### src/rtl/cam_pwr_pkg.sv
// Shared camera power sequencing types and default timing, used by both the
// power-on and power-down sequencers.
package cam_pwr_pkg;

  typedef enum logic [2:0] {
    ST_ON,
    ST_DRAIN,
    ST_RST,
    ST_PWDN,
    ST_OFF,
    ST_WAKE
  } pwr_state_t;

  // Cycle counts at 24 MHz: 1 ms drain limit, 1.3 ms reset hold, 5 ms pwdn hold
  localparam int DEF_DRAIN_TIMEOUT = 24000;
  localparam int DEF_RST_HOLD      = 31200;
  localparam int DEF_PWDN_HOLD     = 120000;
  localparam int CNT_MIN_W         = 20;

  typedef struct packed {
    logic sccb_hold;
    logic cam_rst_force;
    logic cam_pwdn_force;
    logic pd_ack;
    logic pd_busy;
    logic pu_req;
  } pwr_out_t;

  function automatic int cnt_width(input int a, input int b, input int c);
    int m;
    int w;
    m = a;
    if (b > m) m = b;
    if (c > m) m = c;
    w = $clog2(m + 1);
    return (w < CNT_MIN_W) ? CNT_MIN_W : w;
  endfunction

  // Forcing outputs nest so they can only release pwdn, then rst, then hold
  function automatic pwr_out_t decode_outputs(input pwr_state_t s);
    pwr_out_t o;
    o = '0;
    case (s)
      ST_DRAIN: begin
        o.sccb_hold = 1'b1;
        o.pd_busy   = 1'b1;
      end
      ST_RST: begin
        o.sccb_hold     = 1'b1;
        o.cam_rst_force = 1'b1;
        o.pd_busy       = 1'b1;
      end
      ST_PWDN: begin
        o.sccb_hold      = 1'b1;
        o.cam_rst_force  = 1'b1;
        o.cam_pwdn_force = 1'b1;
        o.pd_busy        = 1'b1;
      end
      ST_OFF: begin
        o.sccb_hold      = 1'b1;
        o.cam_rst_force  = 1'b1;
        o.cam_pwdn_force = 1'b1;
        o.pd_ack         = 1'b1;
      end
      ST_WAKE: o.pu_req = 1'b1;
      default: o = '0;
    endcase
    return o;
  endfunction

endpackage

### src/rtl/pwr_delay_cnt.sv
// Saturating cycle counter for the power sequencers; clear wins over enable.
module pwr_delay_cnt #(
  parameter int WIDTH = 20
) (
  input  logic             clk,
  input  logic             reset,
  input  logic             clear,
  input  logic             enable,
  output logic [WIDTH-1:0] count
);

  always_ff @(posedge clk) begin
    if (reset || clear) begin
      count <= '0;
    end else if (enable && (count != '1)) begin
      count <= count + WIDTH'(1);
    end
  end

endmodule

### src/rtl/camera_power_down_seq.sv
// Camera power-down sequencer: drain SCCB, hold resetb low, then pwdn high,
// and hand back to the power-on path through a one-cycle wake request.
module camera_power_down_seq
  import cam_pwr_pkg::*;
#(
  parameter int DRAIN_TIMEOUT = DEF_DRAIN_TIMEOUT,
  parameter int RST_HOLD      = DEF_RST_HOLD,
  parameter int PWDN_HOLD     = DEF_PWDN_HOLD
) (
  input  logic clk_24M,
  input  logic reset,
  input  logic pd_req,
  input  logic sccb_busy,
  output logic sccb_hold,
  output logic cam_rst_force,
  output logic cam_pwdn_force,
  output logic pd_ack,
  output logic pd_busy,
  output logic drain_timeout,
  output logic pu_req
);

  localparam int CNT_W = cnt_width(DRAIN_TIMEOUT, RST_HOLD, PWDN_HOLD);

  pwr_state_t       state;
  pwr_state_t       next_state;
  pwr_out_t         outs;
  pwr_out_t         next_outs;
  logic [CNT_W-1:0] count;
  logic             clear_cnt;
  logic             run_cnt;
  logic             set_timeout;
  logic             clr_timeout;

  pwr_delay_cnt #(.WIDTH(CNT_W)) u_cnt (
    .clk    (clk_24M),
    .reset  (reset),
    .clear  (clear_cnt),
    .enable (run_cnt),
    .count  (count)
  );

  // Outputs are registered from next_state so they line up with the state register
  always_ff @(posedge clk_24M) begin
    if (reset) begin
      state         <= ST_ON;
      outs          <= '0;
      drain_timeout <= 1'b0;
    end else begin
      state <= next_state;
      outs  <= next_outs;
      if (clr_timeout) begin
        drain_timeout <= 1'b0;
      end else if (set_timeout) begin
        drain_timeout <= 1'b1;
      end
    end
  end

  // An idle bus in the last drain cycle takes priority over the timeout
  always_comb begin
    next_state  = state;
    set_timeout = 1'b0;
    clr_timeout = 1'b0;
    case (state)
      ST_ON: begin
        if (pd_req) begin
          next_state  = ST_DRAIN;
          clr_timeout = 1'b1;
        end
      end
      ST_DRAIN: begin
        if (!sccb_busy) begin
          next_state = ST_RST;
        end else if (count == CNT_W'(DRAIN_TIMEOUT - 1)) begin
          next_state  = ST_RST;
          set_timeout = 1'b1;
        end
      end
      ST_RST:  if (count == CNT_W'(RST_HOLD - 1))  next_state = ST_PWDN;
      ST_PWDN: if (count == CNT_W'(PWDN_HOLD - 1)) next_state = ST_OFF;
      ST_OFF:  if (!pd_req) next_state = ST_WAKE;
      ST_WAKE: next_state = ST_ON;
      default: next_state = ST_ON;
    endcase
    clear_cnt = (next_state != state);
    run_cnt   = (state == ST_DRAIN) || (state == ST_RST) || (state == ST_PWDN);
    next_outs = decode_outputs(next_state);
  end

  assign sccb_hold      = outs.sccb_hold;
  assign cam_rst_force  = outs.cam_rst_force;
  assign cam_pwdn_force = outs.cam_pwdn_force;
  assign pd_ack         = outs.pd_ack;
  assign pd_busy        = outs.pd_busy;
  assign pu_req         = outs.pu_req;

endmodule
### config.mk
export PLATFORM = sky130hd
export DESIGN_NAME = camera_power_down_seq
export DESIGN_NICKNAME = d
export VERILOG_FILES = /design/src/rtl/cam_pwr_pkg.sv /design/src/rtl/pwr_delay_cnt.sv /design/src/rtl/camera_power_down_seq.sv
export SDC_FILE = /design/constraint.sdc
export NUM_CORES = 1
export LEC_CHECK = 0
export ABC_AREA = 1
export ABC_CLOCK_PERIOD_IN_PS = 2400
export BUFFER_PORTS_ARGS = -buffer_cell sky130_fd_sc_hd__buf_4
export CAP_MARGIN = 20
export CORE_MARGIN = 10
export CORE_UTILIZATION = 63
export CTS_BUF_LIST = sky130_fd_sc_hd__clkbuf_8
export DETAILED_ROUTE_END_ITERATION = 10
export PLACE_DENSITY_LB_ADDON = 0.05
export SLEW_MARGIN = 20
export SYNTH_ARGS = -nofsm -noshare
export SYNTH_HDL_FRONTEND = slang
export SYNTH_SLANG_ARGS = --single-unit
### constraint.sdc
create_clock -name clk_24M -period 2.4 [get_ports clk_24M]
set_input_delay 0.36 -clock clk_24M [delete_from_list [all_inputs] [get_ports clk_24M]]
set_output_delay 0.36 -clock clk_24M [all_outputs]
set_load 0.02 [all_outputs]
==> results of run 1 <==
worst paths after layout:
kind | from | to | slack (ns)
max | u_cnt.count[0] | u_cnt.count[8] | 0.36
max reg2reg | u_cnt.count[0] | u_cnt.count[8] | 0.36
min | reset | pu_req | 0.29
min reg2reg | drain_timeout | drain_timeout | 0.50
cell usage after synthesis, drive strengths merged (5+ instances only):
master	instances
o21ai	9
nand3	25
nand2	81
buf	6
xor2	10
nand4	5
nor3	12
inv	47
dfxtp	30
a21oi	7
nor2	56
cell families (layout without fill, tap and decap cells):
logic type / after synthesis / in the layout / share of synthesized area [%]
DFF: 30 / 30 / 32.2
buffers and inverters: 54 / 67 / 12.3
AOI/OAI and AO/OA: 20 / 20 / 7.24
adders and majority gates: 1 / 1 / 0.670
and+or+nand+nor: 181 / 181 / 42.0
xor gates and xnor gates: 12 / 12 / 5.63
registers in the layout (all words and copies together) (netlist names):
register	cells
cam_pwdn_force	1
cam_rst_force	1
drain_timeout	1
pd_ack	1
pd_busy	1
pu_req	1
sccb_hold	1
state	3
u_cnt.count	20
metal layers:
layer / GRT usage [%] / up-vias / wire length, um
met5: 0 / - / 0
met4: 6.93 / 0 / 60
met3: 4.52 / 7 / 228
met2: 25.0 / 44 / 1700
met1: 21.7 / 774 / 1960
li1: - / 942 / -
where the power goes:
part           internal, mW  switching [mW]  total, mW
sequential            0.511         0.00690      0.518
clock                 0.190           0.166      0.356
combinational        0.0402          0.0920      0.132
total                 0.741           0.264       1.01
layout make-up:
class                      count  area [um2]  share of cell area (%)
multi-input combinational    214        1040                    51.2
clock buffer                   5        68.8                    3.40
clock inverter                 2        7.51                   0.371
sequential                    30         601                    29.7
tap                           31        38.8                    1.92
timing repair buffer          12        90.1                    4.46
inverter                      48         180                    8.91
layout by cell type (no fill, tap or decap), types with 3 or more instances in the layout:
master and instances:
nand2_1 78, nor2_1 54, inv_1 47, dfxtp_1 30, nand3_1 22, buf_4 12
nor3_1 11, xor2_1 10, a21oi_1 6, o21ai_2 5, nand4_1 5, clkbuf_8 5
nand2_2 3, nand3_2 3, o21ai_0 3
==> results.cfg, run 1 <==
[die]
fp.dieH_um = 74.4
die_x_um = 74.4
dieArea_mm2 = 0.00554
coreArea_mm2 = 0.00281
rows = 19
pin_count = 11
start_util_pct = 66.5

[global_routing]
grt_overflow_total = 0
track_usage_pct = 16.6
grt_pass1_wl_mm = 7.27
grt_max_degree = 26
antenna_found_initial = 0
grt_pass1_vias = 1645

[layout]
fin_util_pct = 72.1
drive_above_1_share_pct = 10.9
area_delta_synth_final_pct = 8.31
diodes = 0
fillers = 258
stdcell_count = 342
fin_nets = 316
design_area_mm2 = 0.00202

[yosys]
synth_area_leader_cell = dfxtp_1
synth.cell_area_mm2 = 0.00187
synth-async-reset-ratio_pct = 0
ys.flop_type = dfxtp_1
synth-seq-area-share_pct = 32.2
synth_warnings = 0
synthCells = 298
avgSynthCellArea_um2 = 6.26
synth_area_leaders = dfxtp_1 (32%), nand2_1 (16%), nor2_1 (11%), inv_1 (9.0%), nand3_1 (5.9%)
synth_cell_types = 29
synth_edf_count = 0
synth_top_area_share_pct = 32.2
yosys_register_bits = 30
synth.net_count = 303

[worst_setup_path]
startpoint_type = flip-flop
critical_path_depth = 9
crit_required_ns = 2.56
cp.arrival_ns = 2.20
path_buf_inv = 1
worstPathMaxFanout = 20
cpMaxStageDelayCell = dfxtp_1
worst_r2r_path_depth = 9
endpoint_kind = flip-flop
max_stage_delay_ns = 0.44
critical_path.cell_chain = ha_1, nand3_2, nor3_4, nand3_2, a21oi_2, nor2_1, nand3_1, buf_4, nor2_1
crit_type = flip-flop to flip-flop
crit_family = simple AND/OR/NAND/NOR gates

[place]
post-place-ws_ns = 0.359
dp.cells = 335
placed_area_mm2 = 0.00195
portBuffers = 10
gp_congestion = 0.950
dp_hpwl_mm = 3.01

[detailed_routing]
firstDrtPassIters = 4
routed_wl_mm = 3.95
drc = 0
viasPerCell = 5.17
drt_iter0_drc = 140
wl_per_cell_um = 11.5
final_antenna_net_count = 0
vias = 1767

[timing]
min_period_ns = 2.04
worstMarginPinSlew_ns = 0.456
fmax_ghz = 0.490
setup-violations-final = 0
min_period_over_period_pct = 85.0
final_max_slew_viol_count = 0
relSlewSlack_pct = 69.5
rsz0062_at_grt = false
worst_slack_ns = 0.361
hold_ws_ns = 0.288
tns_ns = 0
hold_viol_final = 0
worst_clock_skew_ns = 0.00423

[pwr]
total_power_mw = 1.01
cellPowerDensity_mw_per_mm2 = 497
leakage_nw = 0.868
vdd_ir_drop_max_uv = 334

[clock_tree]
clock_latency_ns = 0.28
cts_tree = yes
cts_buffers = 5
htreeDepth = 2
hold_buffers = 0
post_cts_resized = 0
cts_root_buf = clkbuf_8
cts_setup_buffers = 0
clk_pin_slew_ns = 0.06
clkSinkCount = 30
cts_buffer_depth = 2

[hold_path]
holdPathStages = 2
hold_class = input pin to flip-flop

[outcome]
status = completed

[run]
cap_violations = 0
Power figures use the tool's default switching activity.
==> inputs of run 2 (changes only) <==
ABC_AREA = 0   (was 1)
ABC_CLOCK_PERIOD_IN_PS = 1800   (was 2400)
CORE_UTILIZATION = 56   (was 63)
clock period = 1.8 ns   (was 2.4 ns; I/O delays follow)
==> run 2 against run 1 <==
Compared with the run above: register-to-register slack lost 0.34 ns; design area grew 3.9%; hold slack lost 0.093 ns; synthesized area shrank 16%; highest routed layer unchanged; non-clock buffer count grew 25; routed wire length grew 5.0%; via count shrank 14%; first-iteration DRC count shrank 35%; sequential share of layout area shrank 0.70 points; fmax grew 15%.
==> results.cfg, run 2 <==
[yosys]
synth.cell_area_mm2 = 0.00157
synth-async-reset-ratio_pct = 0
ys.flop_type = dfxtp_1
synth_top_area_share_pct = 38.2
synthCells = 175
synth_common_cells = dfxtp_1 (30), nor2_1 (22), xor2_1 (15)
yosys_register_bits = 30
synth_edf_count = 0
synth-seq-area-share_pct = 38.2
synth_area_leaders = dfxtp_1 (38%), xor2_1 (8.4%), nor2_1 (5.3%), nand2_1 (2.6%), a21oi_1 (2.5%)
synth.most_common_cell = dfxtp_1
synth_cell_types = 46
avgSynthCellArea_um2 = 8.98
synth_warnings = 0
synth_area_leader_cell = dfxtp_1
synth.net_count = 180

[pwr]
leakage_nw = 0.804
cellPowerDensity_mw_per_mm2 = 640
vdd_ir_drop_max_uv = 695
p_switching_mw = 0.338
p_seq_share_pct = 50.9
combPwrFrac_pct = 12.9
p_int_mw = 1.01
pwr-share-clk_pct = 36.1
p_sw_share_pct = 25.2
total_power_mw = 1.34

[layout]
fillers = 188
top_register = u_cnt.count
drive_above_1_share_pct = 34.7
largest_reg_flops = 20
final_cell_mix = buf_4 (36), dfxtp_1 (23), nor2_1 (22)
design_area_mm2 = 0.00210
fin_util_pct = 77.5
fin_nets = 221
biggestRegsByFlops = u_cnt.count (20), state (3)
layout_commonest_cell = buf_4
stdcell_count = 247
diodes = 0
area_delta_synth_final_pct = 33.7

[detailed_routing]
final_antenna_net_count = 0
drt_iter0_drc = 91
firstDrtPassIters = 4
wl_per_cell_um = 16.8
viasPerCell = 6.14
wl_met3_um = 267
drc = 0
drt-met1-wl_mm = 1.80
highest_layer = met4
vias = 1517
routed_wl_mm = 4.14
met2_length_mm = 1.95

[worst_setup_path]
crit_required_ns = 1.97
cp.arrival_ns = 1.95
critical_path.cell_chain = ha_4, nor4bb_4, nand4_1, o41a_1, o311ai_4, buf_12, nor2_1
r2r_end = u_cnt.count[15]
reg2reg_slack_ns = 0.02
crit_family = compound AO/OA/AOI/OAI gates
path_buf_inv = 1
crit_type = flip-flop to flip-flop
max_stage_delay_ns = 0.43
worst_r2r_path_depth = 7
cpMaxStageDelayCell = o41a_1
endpoint_kind = flip-flop
startpoint_type = flip-flop
worstPathMaxFanout = 20
rr_startpoint = u_cnt.count[1]

[timing]
hold_viol_final = 0
min_period_over_period_pct = 98.8
relSlewSlack_pct = 68.3
worst_clock_skew_ns = 0.00222
worstMarginPinSlew_ns = 0.475
min_period_ns = 1.78
final_max_slew_viol_count = 0
setup-violations-final = 0
tns_ns = 0
fmax_ghz = 0.562
worst_slack_ns = 0.0211
hold_ws_ns = 0.195
rsz0062_at_grt = true

[die]
rows = 19
start_util_pct = 58.0
pin_count = 11
coreArea_mm2 = 0.00271
fp.dieH_um = 73.0
dieArea_mm2 = 0.00533
die_x_um = 73.0

[clock_tree]
clkSinkCount = 30
cts_tree = yes
clock_latency_ns = 0.28
htreeDepth = 2
clk_pin_slew_ns = 0.06
cts_buffer_depth = 2
cts_buffers = 5
cts_root_buf = clkbuf_8

[place]
gp_congestion = 0.881
dp_hpwl_mm = 2.89
portBuffers = 10
dp.cells = 239
post-place-ws_ns = -0.192
placed_area_mm2 = 0.00189

[outcome]
status = completed

[run]
cap_violations = 0

[global_routing]
grt_max_degree = 21
grt_pass1_vias = 1455
grt_overflow_total = 0
grt_pass1_wl_mm = 6.82
track_usage_pct = 16.1
antenna_found_initial = 0

[hold_path]
hold-path-endpoint = drain_timeout
hp-start = pd_req
hold_class = input pin to flip-flop
holdPathStages = 2
[run 2: changes by cell type in the layout (fill, tap and decap cells not counted), sizes merged, moves of 5 or more]
cell	delta
nand2	-70
inv	-42
nor2	-33
buf	+25
nand3	-19
nor3	-10
and2	+6
xor2	+5
[run 2: per-layer routing]
metal	up-vias	track usage, %
met4	0	8.44
met2	57	25.0
met5	-	0
li1	740	-
met3	11	5.03
met1	709	19.3
[run 2: what timing repair did]
item | in CTS | in global routing
setup endpoints to repair | 28 | 28
hold buffers | 0 | 0
setup buffers | 1 | 0
pin swaps | 4 | 5
gates resized for setup | 8 | 19
[run 2: final cells by class]
class | count | area (um2) | area share (%)
clock buffer | 5 | 68.8 | 3.28
multi-input combinational | 137 | 1070 | 50.8
timing repair buffer | 37 | 290 | 13.8
clock inverter | 2 | 7.51 | 0.357
sequential | 30 | 609 | 29.0
inverter | 5 | 18.8 | 0.893
tap | 31 | 38.8 | 1.85
[run 2: worst max-delay path by stage]
| stage | start | end | slack (ns) | depth (start not counted) |
|---|---|---|---|---|
| 6_report | u_cnt.count[1] | u_cnt.count[15] | 0.02 | 7 |
| 5_1_grt | u_cnt.count[9] | u_cnt.count[4] | -0.09 | 6 |
| 4_1_cts | u_cnt.count[17] | u_cnt.count[15] | -0.01 | 6 |
| 3_5_place_dp | u_cnt.count[1] | u_cnt.count[15] | -0.19 | 7 |
| 3_3_place_gp | u_cnt.count[1] | u_cnt.count[1] | -0.11 | 7 |
| 2_1_floorplan | u_cnt.count[1] | pd_busy | 0.04 | 6 |
[run 2: cell families after synthesis]
group	share of synthesized area, %
multiplexers	0.637
adder cells (fa/ha/maj)	0.796
flip-flops	38.2
AO/OA/AOI/OAI	18.2
AND/OR/NAND/NOR	31.4
buffers and inverters	2.39
XOR/XNOR	8.36
[run 2: power by group through the flow]
stage | clock network (mW) | registers [mW] | logic [mW]
after floorplan | 0 | 0.712 | 0.0850
after global placement | 0 | 0.699 | 0.150
after detailed placement | 0 | 0.698 | 0.154
after CTS | 0.496 | 0.684 | 0.161
after global routing | 0.523 | 0.685 | 0.186
final | 0.486 | 0.685 | 0.174
==> inputs of run 3 (changes only) <==
CORE_ASPECT_RATIO = 0.5   (was default)
==> run 3 against run 2 <==
Compared with the run above: the flow now finishes with violations (negative setup slack); sequential share of layout area shrank 1.2 points; routed wire length is 9.9% higher; total power grew 5.4%; clock power rose by 16%; largest cell class unchanged; die area up 2.4%; non-clock buffer count grew 12; critical path depth decreased by 1; sequential power about the same.
==> results.cfg, run 3 (synthesis results as in run 2) <==
[place]
dp.cells = 253
dp_hpwl_mm = 3.04
post-place-ws_ns = -0.100
portBuffers = 10
gp_congestion = 0.896

[die]
dieArea_mm2 = 0.00545
die_x_um = 94.9
pin_count = 11
rows = 13
fp.dieH_um = 57.5
coreArea_mm2 = 0.00264
start_util_pct = 59.6

[detailed_routing]
final_antenna_net_count = 0
routed_wl_mm = 4.55
viasPerCell = 6.00
firstDrtPassIters = 4
drc = 0
drt_iter0_drc = 110
wl_per_cell_um = 17.1
vias = 1595

[clock_tree]
clkSinkCount = 30
cts_buffers = 5
cts_buffer_depth = 2
cts_root_buf = clkbuf_8
htreeDepth = 2
cts_tree = yes
hold_buffers = 0
clock_latency_ns = 0.29
clk_pin_slew_ns = 0.06

[global_routing]
antenna_found_initial = 0
track_usage_pct = 16.1
grt_max_degree = 21
grt_pass1_vias = 1518
grt_overflow_total = 0
grt_pass1_wl_mm = 6.99

[outcome]
status = finished, violations left
violations = negative setup slack

[layout]
fillers = 153
largest_reg_flops = 20
drive_above_1_share_pct = 38.0
biggestRegsByFlops = u_cnt.count (20), state (3)
area_delta_synth_final_pct = 39.2
stdcell_count = 266
diodes = 0
fin_nets = 233
final_cell_mix = buf_4 (47), dfxtp_1 (26), nor2_1 (22)
top_register = u_cnt.count
layout_commonest_cell = buf_4

[worst_setup_path]
worstPathMaxFanout = 20
critical_path.cell_chain = nor4_2, nand4_1, o21a_1, o311ai_4, buf_12, nor2_1
crit_type = flip-flop to flip-flop
max_stage_delay_ns = 0.35
crit_required_ns = 1.98
crit_family = simple AND/OR/NAND/NOR gates
startpoint_type = flip-flop
cpMaxStageDelayCell = nor4_2
cp.arrival_ns = 2.00
path_buf_inv = 1
endpoint_kind = flip-flop

[timing]
fmax_ghz = 0.550
rsz0062_at_grt = true
worstMarginPinSlew_ns = 0.484
min_period_over_period_pct = 101
worst_clock_skew_ns = 0.00581
setup-violations-final = 20
hold_viol_final = 0
worst_slack_ns = -0.0180
final_max_slew_viol_count = 0
relSlewSlack_pct = 67.3
min_period_ns = 1.82
hold_ws_ns = 0.200

[hold_path]
hold_class = input pin to flip-flop

[pwr]
leakage_nw = 0.861
vdd_ir_drop_max_uv = 481
cellPowerDensity_mw_per_mm2 = 648

[run]
cap_violations = 0
==> run 3: stage by stage <==
stage	TNS, ns	total power, mW	util [%]	area [um2]
after CTS	-0.0267	1.40	78.3	2060
after floorplan	0	0.797	-	1590
after global routing	-1.18	1.45	83.0	2190
after global placement	-1.12	0.853	74.3	1960
final	-0.165	1.42	83.0	2190
after detailed placement	-1.90	0.854	74.3	1960
==> run 3: what timing repair did <==
item                       4_1_cts  5_1_grt
setup endpoints to repair       23       28
pin swaps                        2        9
buffers inserted                 1        4
gates resized for setup          2       22
==> run 3: routing by layer <==
metal  GRT usage [%]  vias up  share of wire [%]
met5               0        -                  0
met4            5.93        0                1.1
met3            5.87        7                9.3
met2            23.7       67                 45
met1            20.9      758                 45
li1                -      763                  -
==> run 3: layout make-up <==
type	count	area [um2]	share of cell area, %
clock inverter	2	8.76	0.400
tap	37	46.3	2.12
timing repair buffer	49	384	17.6
multi-input combinational	137	1040	47.5
sequential	30	608	27.8
inverter	5	18.8	0.858
clock buffer	6	82.6	3.78
==> run 3: power breakdown <==
part / leakage [nW] / switching (mW) / internal (mW) / total [mW]
clock: 0.0524 / 0.260 / 0.302 / 0.563
sequential: 0.245 / 0.00707 / 0.676 / 0.683
combinational: 0.563 / 0.100 / 0.0704 / 0.171
total: 0.861 / 0.368 / 1.05 / 1.42
==> run 3: final timing paths <==
check,end,startpoint,cells past startpoint,slack (ns)
max,u_cnt.count[19],u_cnt.count[9],6,-0.02
min,drain_timeout,pd_req,2,0.20
max reg2reg,u_cnt.count[19],u_cnt.count[9],6,-0.02
min reg2reg,drain_timeout,drain_timeout,2,0.53
==> run 3: worst register-to-register path, cell delays in order (launching register included) <==
cell      delay [ns]
dfxtp_1         0.32
nor4_2          0.35
nand4_1         0.22
o21a_1          0.29
o311ai_4        0.28
buf_12          0.20
nor2_1          0.07
